$ cat src/rtl/agc_mon_pkg.sv
// Shared definitions for the AGC monitor step controller: command encodings,
// FSM state encoding, error-flag bit positions and the monitor timepulse width.
package agc_mon_pkg;

    localparam int MT_W = 12;

    typedef enum logic [1:0] {
        OP_RUN     = 2'd0,
        OP_STOP    = 2'd1,
        OP_STEP    = 2'd2,
        OP_CLR_ERR = 2'd3
    } cmd_op_t;

    typedef enum logic [2:0] {
        ST_RUN,
        ST_STOPPING,
        ST_HALTED,
        ST_STEP_PULSE,
        ST_STEP_WAIT
    } state_t;

    localparam int ERR_TMO   = 0;
    localparam int ERR_GOJAM = 1;
    localparam int ERR_SEQ   = 2;
    localparam int ERR_ILL   = 3;

    // Index (0 = MT01) of the highest set timepulse bit; zero when idle.
    function automatic logic [3:0] mt_index(input logic [MT_W-1:0] mt);
        mt_index = 4'd0;
        for (int i = 0; i < MT_W; i++) begin
            if (mt[i]) mt_index = 4'(i);
        end
    endfunction

endpackage

$ cat src/rtl/agc_mon_tp_tracker.sv
// Monitor timepulse tracker: synchronises MT into the CLOCK domain, detects
// MT01 rising edges, keeps the free-running MCT count and, when built with
// MON_SEQ_CHECK_EN defined, checks the MT01..MT12 ordering.
module agc_mon_tp_tracker
    import agc_mon_pkg::*;
#(
    parameter int CNT_W = 16
) (
    input  logic             CLOCK,
    input  logic             rst,
    input  logic [MT_W-1:0]  mt,
    input  logic             gojam,
    output logic             mt01_edge,
    output logic             seq_err,
    output logic [CNT_W-1:0] mct_count
);

    logic [MT_W-1:0] mt_p0, mt_p1, mt_p2;

    // Stage p0/p1: two-flop synchroniser; stage p2: one-cycle delayed copy for edge detect
    always_ff @(posedge CLOCK or posedge rst) begin
        if (rst) begin
            mt_p0 <= '0;
            mt_p1 <= '0;
            mt_p2 <= '0;
        end else begin
            mt_p0 <= mt;
            mt_p1 <= mt_p0;
            mt_p2 <= mt_p1;
        end
    end

    assign mt01_edge = mt_p1[0] & ~mt_p2[0];

    // Count every MT01 rising edge regardless of controller state; wraps naturally
    always_ff @(posedge CLOCK or posedge rst) begin
        if (rst) begin
            mct_count <= '0;
        end else if (mt01_edge) begin
            mct_count <= mct_count + 1'b1;
        end
    end

`ifdef MON_SEQ_CHECK_EN
    logic       have_last;
    logic [3:0] last_idx;
    logic       new_tp;
    logic       multi_hot;
    logic [3:0] cur_idx;
    logic [3:0] exp_idx;

    always_comb begin
        new_tp    = (mt_p1 != '0) && (mt_p1 != mt_p2);
        multi_hot = (mt_p1 & (mt_p1 - {{(MT_W-1){1'b0}}, 1'b1})) != '0;
        cur_idx   = mt_index(mt_p1);
        exp_idx   = (last_idx == 4'd11) ? 4'd0 : last_idx + 4'd1;
    end

    // Flag non-one-hot pulses and out-of-order pulses; a restart forgets the previous index
    always_ff @(posedge CLOCK or posedge rst) begin
        if (rst) begin
            have_last <= 1'b0;
            last_idx  <= 4'd0;
            seq_err   <= 1'b0;
        end else begin
            seq_err <= 1'b0;
            if (gojam) begin
                have_last <= 1'b0;
            end else if (new_tp) begin
                if (multi_hot) begin
                    seq_err <= 1'b1;
                end else begin
                    if (have_last && (cur_idx != exp_idx)) seq_err <= 1'b1;
                    last_idx  <= cur_idx;
                    have_last <= 1'b1;
                end
            end
        end
    end
`else
    logic unused_inputs;
    assign unused_inputs = gojam ^ (^mt_p2[MT_W-1:1]);
    assign seq_err = 1'b0;
`endif

endmodule

$ cat src/rtl/agc_monitor_step_ctl.sv
// AGC monitor step controller: drives the A2 timer's MSTP/MSTRTP monitor inputs
// to halt, single-step N memory cycles and resume, watching MT01 edges,
// MSTPIT_ and MGOJAM. Optional MT sequence checking is built in when the
// MON_SEQ_CHECK_EN macro is defined (see agc_mon_tp_tracker).
module agc_monitor_step_ctl
    import agc_mon_pkg::*;
#(
    parameter int CNT_W   = 16,
    parameter int TIMEOUT = 4096,
    parameter int STRT_W  = 2
) (
    input  logic             CLOCK,
    input  logic             rst,
    input  logic [MT_W-1:0]  MT,
    input  logic             MSTPIT_,
    input  logic             MGOJAM,
    input  logic             cmd_valid,
    input  logic [1:0]       cmd_op,
    input  logic [CNT_W-1:0] cmd_count,
    output logic             cmd_ready,
    output logic             MSTP,
    output logic             MSTRTP,
    output logic             busy,
    output logic             done,
    output logic [CNT_W-1:0] mct_count,
    output logic [3:0]       err_flags
);

    localparam int TMO_W = $clog2(TIMEOUT + 1);
    localparam int PW_W  = $clog2(STRT_W + 1);
    localparam logic [TMO_W-1:0] TMO_LAST = TMO_W'(TIMEOUT - 1);
    localparam logic [PW_W-1:0]  PW_LAST  = PW_W'(STRT_W - 1);

    state_t           state;
    logic [CNT_W-1:0] remaining;
    logic [TMO_W-1:0] tmo_cnt;
    logic [PW_W-1:0]  pw_cnt;
    logic             mt01_edge;
    logic             seq_err;
    logic             acc;
    logic             tmo_hit;

    agc_mon_tp_tracker #(
        .CNT_W (CNT_W)
    ) u_tracker (
        .CLOCK     (CLOCK),
        .rst       (rst),
        .mt        (MT),
        .gojam     (MGOJAM),
        .mt01_edge (mt01_edge),
        .seq_err   (seq_err),
        .mct_count (mct_count)
    );

    assign acc     = cmd_valid & cmd_ready;
    assign tmo_hit = (tmo_cnt >= TMO_LAST);

    // Control FSM: command handshake, stop/step sequencing, handshake timeouts, sticky errors
    always_ff @(posedge CLOCK or posedge rst) begin
        if (rst) begin
            state     <= ST_RUN;
            MSTP      <= 1'b0;
            MSTRTP    <= 1'b0;
            cmd_ready <= 1'b1;
            busy      <= 1'b0;
            done      <= 1'b0;
            err_flags <= 4'd0;
            remaining <= '0;
            tmo_cnt   <= '0;
            pw_cnt    <= '0;
        end else begin
            done    <= 1'b0;
            tmo_cnt <= tmo_hit ? tmo_cnt : tmo_cnt + 1'b1;
            if (mt01_edge) tmo_cnt <= '0;
            // Clear first so that any bit set later in this cycle takes precedence
            if (acc && (cmd_op == OP_CLR_ERR)) err_flags <= 4'd0;
            if (seq_err) err_flags[ERR_SEQ] <= 1'b1;

            if (busy && MGOJAM) begin
                err_flags[ERR_GOJAM] <= 1'b1;
                state     <= ST_HALTED;
                MSTRTP    <= 1'b0;
                busy      <= 1'b0;
                cmd_ready <= 1'b1;
                done      <= 1'b1;
                tmo_cnt   <= '0;
            end else begin
                case (state)
                    ST_RUN: begin
                        if (acc && (cmd_op == OP_STOP)) begin
                            state     <= ST_STOPPING;
                            MSTP      <= 1'b1;
                            cmd_ready <= 1'b0;
                            busy      <= 1'b1;
                            tmo_cnt   <= '0;
                        end else if (acc && (cmd_op == OP_STEP)) begin
                            err_flags[ERR_ILL] <= 1'b1;
                        end
                    end
                    ST_STOPPING: begin
                        if (!MSTPIT_ || tmo_hit) begin
                            if (MSTPIT_) err_flags[ERR_TMO] <= 1'b1;
                            state     <= ST_HALTED;
                            busy      <= 1'b0;
                            cmd_ready <= 1'b1;
                            done      <= 1'b1;
                            tmo_cnt   <= '0;
                        end
                    end
                    ST_HALTED: begin
                        if (acc) begin
                            case (cmd_op)
                                OP_RUN: begin
                                    state   <= ST_RUN;
                                    MSTP    <= 1'b0;
                                    tmo_cnt <= '0;
                                end
                                OP_STOP: done <= 1'b1;
                                OP_STEP: begin
                                    if (cmd_count == '0) begin
                                        done <= 1'b1;
                                    end else begin
                                        remaining <= cmd_count;
                                        state     <= ST_STEP_PULSE;
                                        MSTRTP    <= 1'b1;
                                        pw_cnt    <= '0;
                                        cmd_ready <= 1'b0;
                                        busy      <= 1'b1;
                                        tmo_cnt   <= '0;
                                    end
                                end
                                default: ;
                            endcase
                        end
                    end
                    ST_STEP_PULSE: begin
                        if (pw_cnt == PW_LAST) begin
                            MSTRTP  <= 1'b0;
                            state   <= ST_STEP_WAIT;
                            tmo_cnt <= '0;
                        end else begin
                            pw_cnt <= pw_cnt + 1'b1;
                        end
                    end
                    ST_STEP_WAIT: begin
                        if (mt01_edge) begin
                            remaining <= remaining - 1'b1;
                            if (remaining == CNT_W'(1)) begin
                                state     <= ST_HALTED;
                                busy      <= 1'b0;
                                cmd_ready <= 1'b1;
                                done      <= 1'b1;
                            end else begin
                                state  <= ST_STEP_PULSE;
                                MSTRTP <= 1'b1;
                                pw_cnt <= '0;
                            end
                        end else if (tmo_hit) begin
                            err_flags[ERR_TMO] <= 1'b1;
                            state     <= ST_HALTED;
                            busy      <= 1'b0;
                            cmd_ready <= 1'b1;
                            done      <= 1'b1;
                            tmo_cnt   <= '0;
                        end
                    end
                    default: state <= ST_RUN;
                endcase
            end
        end
    end

endmodule

$ cat config.mk
export PLATFORM = sky130hd
export DESIGN_NAME = agc_monitor_step_ctl
export DESIGN_NICKNAME = d
export VERILOG_FILES = /design/src/rtl/agc_mon_pkg.sv /design/src/rtl/agc_mon_tp_tracker.sv /design/src/rtl/agc_monitor_step_ctl.sv
export SDC_FILE = /design/constraint.sdc
export NUM_CORES = 1
export LEC_CHECK = 0
export ABC_CLOCK_PERIOD_IN_PS = 3500
export CAP_MARGIN = 20
export CORE_MARGIN = 2
export CORE_UTILIZATION = 57
export DETAILED_ROUTE_END_ITERATION = 12
export PLACE_DENSITY = 0.92
export SYNTH_ARGS = -nofsm -noshare
export SYNTH_HDL_FRONTEND = slang
export SYNTH_SLANG_ARGS = --single-unit
$ cat constraint.sdc
create_clock -name CLOCK -period 3.5 [get_ports CLOCK]
set_clock_uncertainty 0.05 [all_clocks]
set_input_delay 0.525 -clock CLOCK [delete_from_list [all_inputs] [get_ports CLOCK]]
set_output_delay 0.525 -clock CLOCK [all_outputs]
set_load 0.02 [all_outputs]
# ---- Word level (Yosys, flattened, before mapping)
# Cells that the tools add are included.
dict set report word_totals {
  ff_bits 61
  wordCells 158
  out_inout_bits 25
  mem_count 0
  inputBits 35
  ram_bits 0
  romBits 0
  latch_bits 0
}
dict set report classes {
  bitwise 4
  reduce_logical 21
  add_sub_neg 4
  order_cmp 1
  n_mux 84
  div_mod_pow 0
  shifts 0
  n_eq_ne 29
  n_mul 0
}
# op n
set ops {}
lappend ops {{13-bit two-way mux} 10}
lappend ops {{13-bit one-hot mux with 5 select lines} 1}
lappend ops {{16-bit two-way mux} 4}
lappend ops {{1-bit two-way mux} 42}
lappend ops {{16-bit one-hot mux with 2 select lines} 1}
lappend ops {{13-bit one-hot mux with 2 select lines} 1}
lappend ops {{3-bit two-way mux} 8}
lappend ops {{3-bit inequality test (second input constant)} 8}
lappend ops {{16-bit by 1-bit adder with 16-bit output (second input constant)} 1}
lappend ops {{16-bit by 1-bit == test with 1-bit output (second input constant)} 1}
lappend ops {{16-bit zero test} 1}
lappend ops {{8-bit AND reduction} 2}
lappend ops {{16-bit by 1-bit subtractor with 16-bit output (second input constant)} 1}
lappend ops {{3-bit one-hot mux with 5 select lines} 1}
lappend ops {{2-bit inequality test (second input constant)} 7}
lappend ops {{7-bit AND reduction} 2}
lappend ops {{13-bit by 1-bit adder with 13-bit output (second input constant)} 1}
lappend ops {{13-bit by 12-bit greater-or-equal comparator with 1-bit output (second input constant)} 1}
lappend ops {{2-bit two-way mux} 6}
lappend ops {{4-bit inequality test (second input constant)} 3}
lappend ops {{1-bit one-hot mux with 4 select lines} 2}
lappend ops {{3-bit by 2-bit == test with 1-bit output (second input constant)} 2}
lappend ops {{1-bit one-hot mux with 2 select lines} 3}
lappend ops {{1-bit one-hot mux with 3 select lines} 2}
lappend ops {{23 further kinds} 32}

# ---- Longest topological paths before layout
# Gate-level depths: netlist of the first run.
dict set report depth {
  depth_word 8
  ltp_mapped 9
  depth_no_buf 8
}

# ---- Cells and area by module
# From an unflattened synthesis of the first run, not the netlist that was laid out.
dict set report unflattened {
  hier_cells 403
  area_unflattened_um2 3708.6
}
# module cells_each seq_area_each_um2 area_each_um2 instances
set modules_own_cells {}
lappend modules_own_cells {agc_monitor_step_ctl 336 1077.3 2872.8 1}
lappend modules_own_cells {agc_mon_tp_tracker 67 475.5 835.8 1}

# ---- Least setup slack after synthesis of the first run
# Ideal clock, no wire load.
dict set report synth_path {
  path_kind {in2reg}
  startpoint {input cmd_op[0]}
  endpoint {register tmo_cnt[3]}
  setup_ns 0.086
  t_required_ns 3.364
  stages 8
  arrival_ns 2.028
  n_path_buf 0
  setup_slack_ns 1.336
  cell_sequence {inv_1 -> ha_1 -> or3b_2 -> o2111ai_1 -> a32oi_1 -> a21oi_2 -> nor2_4 -> nor3_1}
}
dict set report synth_via {
  elab_chain_cells 5
  word_cells_on_any_way 9
  cone_classes {eq/ne: 2; mux: 5; reduce/logical: 2}
}
# item line_no
set synth_lines {}
lappend synth_lines {{from (decl)} agc_monitor_step_ctl.sv:18} ;# input logic [1:0] cmd_op,
lappend synth_lines {{2-bit == test (tied with other cells)} agc_monitor_step_ctl.sv:112} ;# case (cmd_op)
lappend synth_lines {{13-bit one-hot mux with 2 select lines or 1-bit logical AND (tied branches)} {agc_monitor_step_ctl.sv:112, agc_monitor_step_ctl.sv:90}}
lappend synth_lines {{13-bit two-way mux (on tied branches)} {agc_monitor_step_ctl.sv:111, agc_monitor_step_ctl.sv:90}}
lappend synth_lines {{13-bit one-hot mux with 5 select lines (*)} agc_monitor_step_ctl.sv:88} ;# case (state)
lappend synth_lines {{13-bit two-way mux (*)} agc_monitor_step_ctl.sv:79} ;# if (busy && MGOJAM) begin
lappend synth_lines {{to (signal assigned)} agc_monitor_step_ctl.sv:73} ;# tmo_cnt <= tmo_hit ? tmo_cnt : tmo_cnt + 1'b1;
lappend synth_lines {{to (decl)} agc_monitor_step_ctl.sv:36} ;# logic [TMO_W-1:0] tmo_cnt;
# Mark *: on every way between the ends. The rest lies on a longest branch, timed or not.
# A chain may end at the register's enable or synchronous reset.

# ---- Worst setup path in the final report of the first run
dict set report layout_path {
  startpoint {register state[0]}
  endpoint {register cmd_ready}
}
dict set report layout_via {
  elab_chain_cells 3
  word_cells_on_any_way 15
  cone_classes {eq/ne: 10; mux: 2; reduce/logical: 3}
}
# item line_no
set layout_lines {}
lappend layout_lines {{from (decl)} agc_monitor_step_ctl.sv:34} ;# state_t state;
lappend layout_lines {{from (signal assigned)} agc_monitor_step_ctl.sv:61} ;# state <= ST_RUN;
lappend layout_lines {{from (signal assigned)} agc_monitor_step_ctl.sv:81} ;# state <= ST_HALTED;
lappend layout_lines {{from (signal assigned)} agc_monitor_step_ctl.sv:91} ;# state <= ST_STOPPING;
lappend layout_lines {{3-bit == test (tied with other cells)} agc_monitor_step_ctl.sv:88}
lappend layout_lines {{4-bit inequality test (no source line) (tied with other cells)} --}
lappend layout_lines {{8-bit AND reduction (no source line) or 1-bit two-way mux (tied branches)} --}
lappend layout_lines {{to (signal assigned)} agc_monitor_step_ctl.sv:84} ;# cmd_ready <= 1'b1;
lappend layout_lines {{to (signal assigned)} agc_monitor_step_ctl.sv:93} ;# cmd_ready <= 1'b0;
lappend layout_lines {{to (signal assigned)} agc_monitor_step_ctl.sv:105} ;# cmd_ready <= 1'b1;
lappend layout_lines {{to (decl)} agc_monitor_step_ctl.sv:20} ;# output logic cmd_ready,
# Several ways; a longest one is shown, not always the timed one.

==> impl_metrics.xml, run 1 <==
<?xml version="1.0" encoding="UTF-8"?>
<metrics>
  <group name="run_status">
    <metric name="outcome" unit="">complete, no violations</metric>
  </group>
  <group name="timing">
    <metric name="worst_slew_margin_rel" unit="%">48.7</metric>
    <metric name="rsz0062_at_grt" unit="">false</metric>
    <metric name="timing.final.setup_violations" unit="">0</metric>
    <metric name="fin_tns_setup" unit="ps">0</metric>
    <metric name="finalHoldViolations" unit="">0</metric>
    <metric name="fin_worst_hold_slack" unit="ps">301</metric>
    <metric name="final.period_utilization" unit="%">75.3</metric>
    <metric name="maxSlewViolCount" unit="">0</metric>
    <metric name="layout_min_cycle_time" unit="ps">2630</metric>
    <metric name="worstMarginPinSlew" unit="ps">769</metric>
    <metric name="highest_achievable_clock_rate" unit="MHz">380</metric>
  </group>
  <group name="yosys">
    <metric name="ys_warn_count" unit="">0</metric>
    <metric name="largest_area_contributor_in_the_synthesized_netlist" unit="">sky130_fd_sc_hd__dfrtp_1</metric>
    <metric name="async_sr_flop_fraction" unit="%">100</metric>
    <metric name="synthMostInstantiatedCell" unit="">sky130_fd_sc_hd__dfrtp_1</metric>
    <metric name="synthDominantCellAreaShare" unit="%">42.7</metric>
    <metric name="synth_enable_flop_cells" unit="">0</metric>
    <metric name="synthCells" unit="">393</metric>
    <metric name="post_synth.cell_area_avg" unit="um2">8.96</metric>
    <metric name="synth.top_cells.by_count" unit="">60 x sky130_fd_sc_hd__dfrtp_1, 39 x sky130_fd_sc_hd__nand2_1, 36 x sky130_fd_sc_hd__a21oi_1, 36 x sky130_fd_sc_hd__nor2_1, 19 x sky130_fd_sc_hd__nand3_1</metric>
    <metric name="post_synth_main_area_contributors" unit="">sky130_fd_sc_hd__dfrtp_1 43%, sky130_fd_sc_hd__a21oi_1 5.1%, sky130_fd_sc_hd__nand2_1 4.2%</metric>
    <metric name="yosysUniqueCellTypes" unit="">66</metric>
    <metric name="dominantRegCellSynth" unit="">sky130_fd_sc_hd__dfrtp_1</metric>
    <metric name="syn_area" unit="um2">3520</metric>
    <metric name="ys_seq_elements" unit="">61</metric>
    <metric name="mappedNetlistNets" unit="">437</metric>
    <metric name="ys_seq_area_share" unit="%">43.4</metric>
  </group>
  <group name="detailed_routing">
    <metric name="route.final.wire_length" unit="um">8260</metric>
    <metric name="drt_drc_violations_left" unit="">0</metric>
    <metric name="drtPass1Iterations" unit="">8</metric>
    <metric name="routed_wire_length_per_instance" unit="um">16.0</metric>
    <metric name="overall_via_count_from_detail_route" unit="">3259</metric>
    <metric name="vias_per_cell" unit="">6.29</metric>
    <metric name="postRouteAntennaNets" unit="">0</metric>
    <metric name="violation_count_after_the_first_detailed_routing_iteration" unit="">319</metric>
  </group>
  <group name="place">
    <metric name="dp_hpwl" unit="um">5780</metric>
    <metric name="numPortBuffers" unit="">47</metric>
    <metric name="gpl.final_weighted_congestion" unit="">0.907</metric>
  </group>
  <group name="clock_network">
    <metric name="cts_root_buf" unit="">sky130_fd_sc_hd__clkbuf_8</metric>
    <metric name="postCtsSetupRepairBufs" unit="">0</metric>
    <metric name="tritoncts" unit="">done</metric>
    <metric name="cts_hold_buf" unit="">0</metric>
    <metric name="cts.htree.levels" unit="">3</metric>
    <metric name="cts.clk_slew.worst_paths" unit="ps">70</metric>
    <metric name="insertion_delay" unit="ps">360</metric>
    <metric name="cts_sinks" unit="">61</metric>
    <metric name="cts_buffers" unit="">9</metric>
    <metric name="ctsResizeCount" unit="">0</metric>
    <metric name="clock_path_buffers" unit="">2</metric>
  </group>
  <group name="worst_setup_path">
    <metric name="cp-start-kind" unit="">flop</metric>
    <metric name="critPathTopFamily" unit="">simple AND/OR/NAND/NOR gates</metric>
    <metric name="worst_setup_path_end_kind" unit="">flop</metric>
    <metric name="crit_slowest_cell" unit="">sky130_fd_sc_hd__dfrtp_1</metric>
    <metric name="worstPathRequired" unit="ps">3730</metric>
    <metric name="cpPeakStageDelay" unit="ps">700</metric>
    <metric name="crit_arrival" unit="ps">2870</metric>
    <metric name="worst-setup-path-type" unit="">reg2reg</metric>
    <metric name="worstPathBufferInverterCount" unit="">1</metric>
    <metric name="worstRegToRegCells" unit="">7</metric>
    <metric name="regToRegEndpoint" unit="">cmd_ready</metric>
    <metric name="reg2reg_setup_slack" unit="ps">870</metric>
    <metric name="crit_path_max_fanout" unit="">19</metric>
    <metric name="crit_path_cell_trace" unit="">or3b_1, buf_4, nor2_1, o21ai_0, nand3_1, a21oi_1, a2bb2oi_1</metric>
    <metric name="crit-reg2reg-launch" unit="">state[0]</metric>
  </group>
  <group name="finish">
    <metric name="syn2layout_area_growth" unit="%">21.5</metric>
    <metric name="post_route_cells_drive_above_1_share" unit="%">8.35</metric>
    <metric name="antenna-diode-count" unit="">0</metric>
    <metric name="finish.net_count" unit="">482</metric>
  </group>
  <group name="job">
    <metric name="timing.max_cap.violations" unit="">0</metric>
  </group>
  <group name="power_and_ir_drop">
    <metric name="combinationalPowerShare" unit="%">37.7</metric>
    <metric name="p_int" unit="uW">1860</metric>
    <metric name="power.leakage" unit="uW">0.00173</metric>
    <metric name="p_clk_share" unit="%">25.3</metric>
    <metric name="pwr-share-seq" unit="%">37.0</metric>
    <metric name="pwr_density_cell" unit="nW/um2">717</metric>
    <metric name="swShare" unit="%">39.4</metric>
    <metric name="max-vdd-ir-drop" unit="uV">459</metric>
    <metric name="power.switching" unit="uW">1210</metric>
  </group>
  <group name="die">
    <metric name="i_o_pin_count" unit="">60</metric>
    <metric name="core_region_area" unit="um2">5960</metric>
    <metric name="design.die.area" unit="um2">6820</metric>
    <metric name="initial_utilization" unit="%">59.1</metric>
    <metric name="floorplan.rows" unit="">28</metric>
    <metric name="die_h" unit="um">82.6</metric>
    <metric name="die-width" unit="um">82.6</metric>
  </group>
  <group name="min_path">
    <metric name="hold_class" unit="">reg2reg</metric>
    <metric name="min-delay-start" unit="">u_tracker.mt_p0[0]</metric>
    <metric name="holdPathEnd" unit="">u_tracker.mt_p1[0]</metric>
    <metric name="worst_hold_path.num_cells" unit="">0</metric>
  </group>
  <group name="global_routing">
    <metric name="first_global_vias" unit="">3037</metric>
    <metric name="grt_overflow_total" unit="">0</metric>
    <metric name="antenna_found_initial" unit="">0</metric>
    <metric name="grt_util_all_layers" unit="%">26.4</metric>
    <metric name="grt_start_max_net_pins" unit="">39</metric>
    <metric name="global_route_wire_length_before_repair" unit="um">13800</metric>
  </group>
</metrics>
==> cell usage in the layout (no fill, tap or decap), types with 7 or more instances in the layout <==
| cell type | netlist | layout |
|---|---|---|
| sky130_fd_sc_hd__xnor2_1 | 15 | 15 |
| sky130_fd_sc_hd__inv_1 | 12 | 11 |
| sky130_fd_sc_hd__nor2_1 | 36 | 36 |
| sky130_fd_sc_hd__nor3_1 | 10 | 10 |
| sky130_fd_sc_hd__a21oi_1 | 36 | 36 |
| sky130_fd_sc_hd__ha_1 | 9 | 9 |
| sky130_fd_sc_hd__o21ai_0 | 17 | 17 |
| sky130_fd_sc_hd__nor4_1 | 7 | 7 |
| sky130_fd_sc_hd__o21ai_1 | 10 | 10 |
| sky130_fd_sc_hd__clkdlybuf4s50_1 | 0 | 47 |
| sky130_fd_sc_hd__nand4_1 | 12 | 12 |
| sky130_fd_sc_hd__nand2_1 | 39 | 39 |
| sky130_fd_sc_hd__nand3_1 | 19 | 19 |
| sky130_fd_sc_hd__dfrtp_1 | 60 | 60 |
| sky130_fd_sc_hd__xor2_1 | 7 | 7 |
| sky130_fd_sc_hd__clkbuf_8 | 0 | 9 |
==> worst max-delay path by stage <==
stage	start	end	slack [ps]	depth (start not counted)
floorplan	cmd_op[0]	tmo_cnt[3]	1340	8
global placement	cmd_op[0]	tmo_cnt[3]	620	9
detailed placement	cmd_op[0]	tmo_cnt[3]	540	9
CTS	cmd_op[0]	tmo_cnt[3]	930	9
global route	cmd_op[0]	tmo_cnt[3]	730	9
finish	state[0]	cmd_ready	870	7
==> routing by layer <==
layer	up-vias	track usage [%]	wire length, um
li1	1524	-	-
met1	1518	34.2	3450
met2	190	41.6	3910
met3	27	6.09	671
met4	0	13.1	230
met5	-	0	0
==> worst register-to-register path, cell delays in order, from the launching register on <==
cell	delay (ps)
sky130_fd_sc_hd__dfrtp_1	700
sky130_fd_sc_hd__or3b_1	610
sky130_fd_sc_hd__buf_4	320
sky130_fd_sc_hd__nor2_1	50
sky130_fd_sc_hd__o21ai_0	200
sky130_fd_sc_hd__nand3_1	220
sky130_fd_sc_hd__a21oi_1	230
sky130_fd_sc_hd__a2bb2oi_1	180
==> per-stage QoR <==
stage / total power [uW] / util [%] / worst slack (ps) / instance area [um2] / cells
2_1_floorplan: 1920 / - / 1340 / 3520 / 393
3_3_place_gp: 2210 / 67.6 / 623 / 4030 / 502
3_5_place_dp: 2270 / 67.6 / 541 / 4030 / 502
4_1_cts: 3050 / 71.8 / 929 / 4280 / 518
5_1_grt: 3270 / 71.8 / 731 / 4280 / 518
6_report: 3070 / 71.8 / 865 / 4280 / 518
==> area by class of cell <==
| cell class | count | area [um2] |
|---|---|---|
| clock buffers | 9 | 124 |
| repair buffers | 51 | 500 |
| well taps | 75 | 93.8 |
| multi-input cells | 303 | 1860 |
| fillers | 425 | 1680 |
| clock inverters | 7 | 124 |
| inverters | 12 | 45.0 |
| flip-flops and latches | 61 | 1530 |
==> kinds of logic (layout without fill, tap and decap cells) <==
logic type	Yosys count	in the layout	share of synthesized area, %
and+or+nand+nor	165	165	25.0
AOI/OAI and AO/OA	105	105	18.8
DFF	61	61	43.4
buffers and inverters	29	79	3.70
xor gates and xnor gates	22	22	5.47
adders and majority gates	9	9	3.20
other	1	1	0.107
muxes	1	1	0.284
==> state kept, by name, summed over array words and instances (netlist names) <==
name                 count
remaining               16
u_tracker.mct_count     16
tmo_cnt                 13
err_flags                3
state                    3
pw_cnt                   2
MSTP                     1
MSTRTP                   1
busy                     1
cmd_ready                1
done                     1
u_tracker.mt_p0          1
u_tracker.mt_p1          1
u_tracker.mt_p2          1
==> power by group through the flow <==
stage,registers (uW),logic [uW],clock network (uW)
after detailed placement,1130,1140,0
after CTS,1120,1140,782
final,1130,1160,777
after global routing,1160,1300,810
after global placement,1120,1090,0
after floorplan,1140,783,0
Power figures use the tool's default switching activity.
==> run 2: changes to the inputs <==
- ABC_CLOCK_PERIOD_IN_PS: 3500 -> 2500
- CORE_UTILIZATION: 57 -> 53
- PLACE_DENSITY: 0.92 -> 0.87
- clock period: 3.5 -> 2.5 ns (I/O delays scaled with it)
==> impl_metrics.xml, run 2 (synthesized netlist as in run 1, its figures left out) <==
<?xml version="1.0" encoding="UTF-8"?>
<metrics>
  <group name="place">
    <metric name="place.detailed.instances" unit="">520</metric>
    <metric name="gpl.final_weighted_congestion" unit="">0.905</metric>
    <metric name="place_worst_setup_slack" unit="ps">-142</metric>
    <metric name="dp_hpwl" unit="um">6140</metric>
    <metric name="numPortBuffers" unit="">47</metric>
  </group>
  <group name="die">
    <metric name="die_h" unit="um">85.5</metric>
    <metric name="core_region_area" unit="um2">6390</metric>
    <metric name="die-width" unit="um">85.5</metric>
    <metric name="floorplan.rows" unit="">29</metric>
    <metric name="design.die.area" unit="um2">7310</metric>
    <metric name="i_o_pin_count" unit="">60</metric>
    <metric name="initial_utilization" unit="%">55.1</metric>
  </group>
  <group name="worst_setup_path">
    <metric name="crit_arrival" unit="ps">2560</metric>
    <metric name="crit_slowest_cell" unit="">sky130_fd_sc_hd__clkdlybuf4s50_1</metric>
    <metric name="crit-reg2reg-launch" unit="">remaining[9]</metric>
    <metric name="worstPathBufferInverterCount" unit="">2</metric>
    <metric name="crit_path_cell_trace" unit="">clkdlybuf4s50_1, inv_1, ha_1, or3b_2, o2111ai_1, a32oi_1, a21oi_2, nor2_4, nor3_1</metric>
    <metric name="worstPathRequired" unit="ps">2710</metric>
    <metric name="worst-setup-path-type" unit="">in2reg</metric>
    <metric name="cp-start-kind" unit="">input port</metric>
    <metric name="worstSetupStartpoint" unit="">cmd_op[1]</metric>
    <metric name="worst_setup_path_end_kind" unit="">flop</metric>
    <metric name="cpPeakStageDelay" unit="ps">520</metric>
    <metric name="crit_path_max_fanout" unit="">10</metric>
    <metric name="critPathTopFamily" unit="">simple AND/OR/NAND/NOR gates</metric>
  </group>
  <group name="finish">
    <metric name="multiInputGateArea" unit="um2">1860</metric>
    <metric name="post_route_cells_drive_above_1_share" unit="%">11.5</metric>
    <metric name="finish.net_count" unit="">498</metric>
    <metric name="commonest_non_fill_non_tap_cell_in_the_layout" unit="">sky130_fd_sc_hd__dfrtp_1</metric>
    <metric name="fillerInstances" unit="">499</metric>
    <metric name="syn2layout_area_growth" unit="%">24.3</metric>
    <metric name="reg_top3" unit="">remaining (16), u_tracker.mct_count (16), tmo_cnt (13)</metric>
    <metric name="mostFrequentLayoutCells" unit="">60 x sky130_fd_sc_hd__dfrtp_1, 47 x sky130_fd_sc_hd__clkdlybuf4s50_1, 39 x sky130_fd_sc_hd__nand2_1, 36 x sky130_fd_sc_hd__nor2_1, 36 x sky130_fd_sc_hd__a21oi_1</metric>
    <metric name="antenna-diode-count" unit="">0</metric>
    <metric name="fin_util" unit="%">68.5</metric>
    <metric name="instances_no_fill" unit="">536</metric>
    <metric name="regArea" unit="um2">1530</metric>
  </group>
  <group name="timing">
    <metric name="layout_min_cycle_time" unit="ps">2350</metric>
    <metric name="maxSlewViolCount" unit="">0</metric>
    <metric name="final.period_utilization" unit="%">94.0</metric>
    <metric name="timing.final.setup_violations" unit="">0</metric>
    <metric name="highest_achievable_clock_rate" unit="MHz">426</metric>
    <metric name="worstMarginPinSlew" unit="ps">664</metric>
    <metric name="worst_slew_margin_rel" unit="%">55.1</metric>
    <metric name="rsz0062_at_grt" unit="">false</metric>
    <metric name="finalWorstSetupSlack" unit="ps">150</metric>
    <metric name="finalHoldViolations" unit="">0</metric>
  </group>
  <group name="min_path">
    <metric name="hold_class" unit="">in2async</metric>
  </group>
  <group name="clock_network">
    <metric name="cts_buffers" unit="">9</metric>
    <metric name="insertion_delay" unit="ps">350</metric>
    <metric name="cts.htree.levels" unit="">3</metric>
    <metric name="cts.clk_slew.worst_paths" unit="ps">80</metric>
    <metric name="postCtsSetupRepairBufs" unit="">0</metric>
    <metric name="clock_path_buffers" unit="">2</metric>
    <metric name="ctsResizeCount" unit="">0</metric>
    <metric name="cts_sinks" unit="">61</metric>
    <metric name="cts_hold_buf" unit="">0</metric>
    <metric name="cts_root_buf" unit="">sky130_fd_sc_hd__clkbuf_8</metric>
    <metric name="tritoncts" unit="">done</metric>
  </group>
  <group name="global_routing">
    <metric name="antenna_found_initial" unit="">0</metric>
    <metric name="grt_util_all_layers" unit="%">24.5</metric>
    <metric name="grt_overflow_total" unit="">0</metric>
    <metric name="global_route_wire_length_before_repair" unit="um">14300</metric>
    <metric name="grt_start_max_net_pins" unit="">50</metric>
    <metric name="first_global_vias" unit="">3134</metric>
  </group>
  <group name="power_and_ir_drop">
    <metric name="power.total" unit="uW">4280</metric>
    <metric name="pwr_density_cell" unit="nW/um2">978</metric>
    <metric name="max-vdd-ir-drop" unit="uV">564</metric>
    <metric name="power.leakage" unit="uW">0.00179</metric>
  </group>
  <group name="detailed_routing">
    <metric name="vias_per_cell" unit="">6.14</metric>
    <metric name="postRouteAntennaNets" unit="">0</metric>
    <metric name="route.final.wire_length" unit="um">8610</metric>
    <metric name="overall_via_count_from_detail_route" unit="">3292</metric>
    <metric name="drt_drc_violations_left" unit="">0</metric>
    <metric name="violation_count_after_the_first_detailed_routing_iteration" unit="">267</metric>
    <metric name="routed_wire_length_per_instance" unit="um">16.1</metric>
    <metric name="drtPass1Iterations" unit="">4</metric>
  </group>
  <group name="job">
    <metric name="timing.max_cap.violations" unit="">0</metric>
  </group>
  <group name="run_status">
    <metric name="outcome" unit="">complete, no violations</metric>
  </group>
</metrics>
-- run 2: per-stage QoR --
| step | cell area [um2] | hold WS, ps | setup TNS, ps |
|---|---|---|---|
| finish | 4370 | 235 | 0 |
| global route | 4370 | 270 | 0 |
| CTS | 4370 | 238 | 0 |
| detailed placement | 4180 | 310 | -538 |
| global placement | 4180 | 312 | -92.5 |
| floorplan | 3520 | 281 | 0 |
-- run 2: path summary, 6_finish.rpt --
| check | cells after the start | endpoint | slack, ps |
|---|---|---|---|
| min reg2reg | 0 | u_tracker.mt_p1[0] | 320 |
| min | 2 | u_tracker.mct_count[6] | 230 |
| min in group CLOCK | 0 | u_tracker.mt_p1[0] | 320 |
| max reg2reg | 6 | MSTRTP | 230 |
| max in group asynchronous | 3 | cmd_ready | 1570 |
| max | 9 | tmo_cnt[3] | 150 |
-- run 2: cell type report --
class,count,share of cell area [%]
clock inverter,7,1.69
clock buffer,9,2.83
multi-input combinational,303,42.6
inverter,12,1.03
sequential,61,34.9
tap,77,2.20
timing repair buffer,67,14.8
-- run 2: metal layers --
metal  GRT usage, %  part of all wire (%)
met4           15.3                   3.2
met2           37.8                    47
met1           32.3                    43
met5              0                     0
met3           4.23                   6.5
-- run 2: worst reg2reg max path, stage by stage (launching register included) --
cell	delay, ps
sky130_fd_sc_hd__dfrtp_1	410
sky130_fd_sc_hd__nor2_1	260
sky130_fd_sc_hd__nand4_1	310
sky130_fd_sc_hd__or4_1	640
sky130_fd_sc_hd__a21o_1	220
sky130_fd_sc_hd__a31oi_1	170
sky130_fd_sc_hd__a311oi_1	70
-- run 2: where the power goes --
group	internal, uW	switching, uW	total [uW]
Clock	463	424	887
Combinational	803	1010	1810
Sequential	1270	310	1580
Total	2530	1750	4280
==> run 3: changes to the inputs <==
- SLEW_MARGIN: not set -> 15
==> results of run 3 <==
No change in the layout: final DEF, timing and power equal those of run 2.
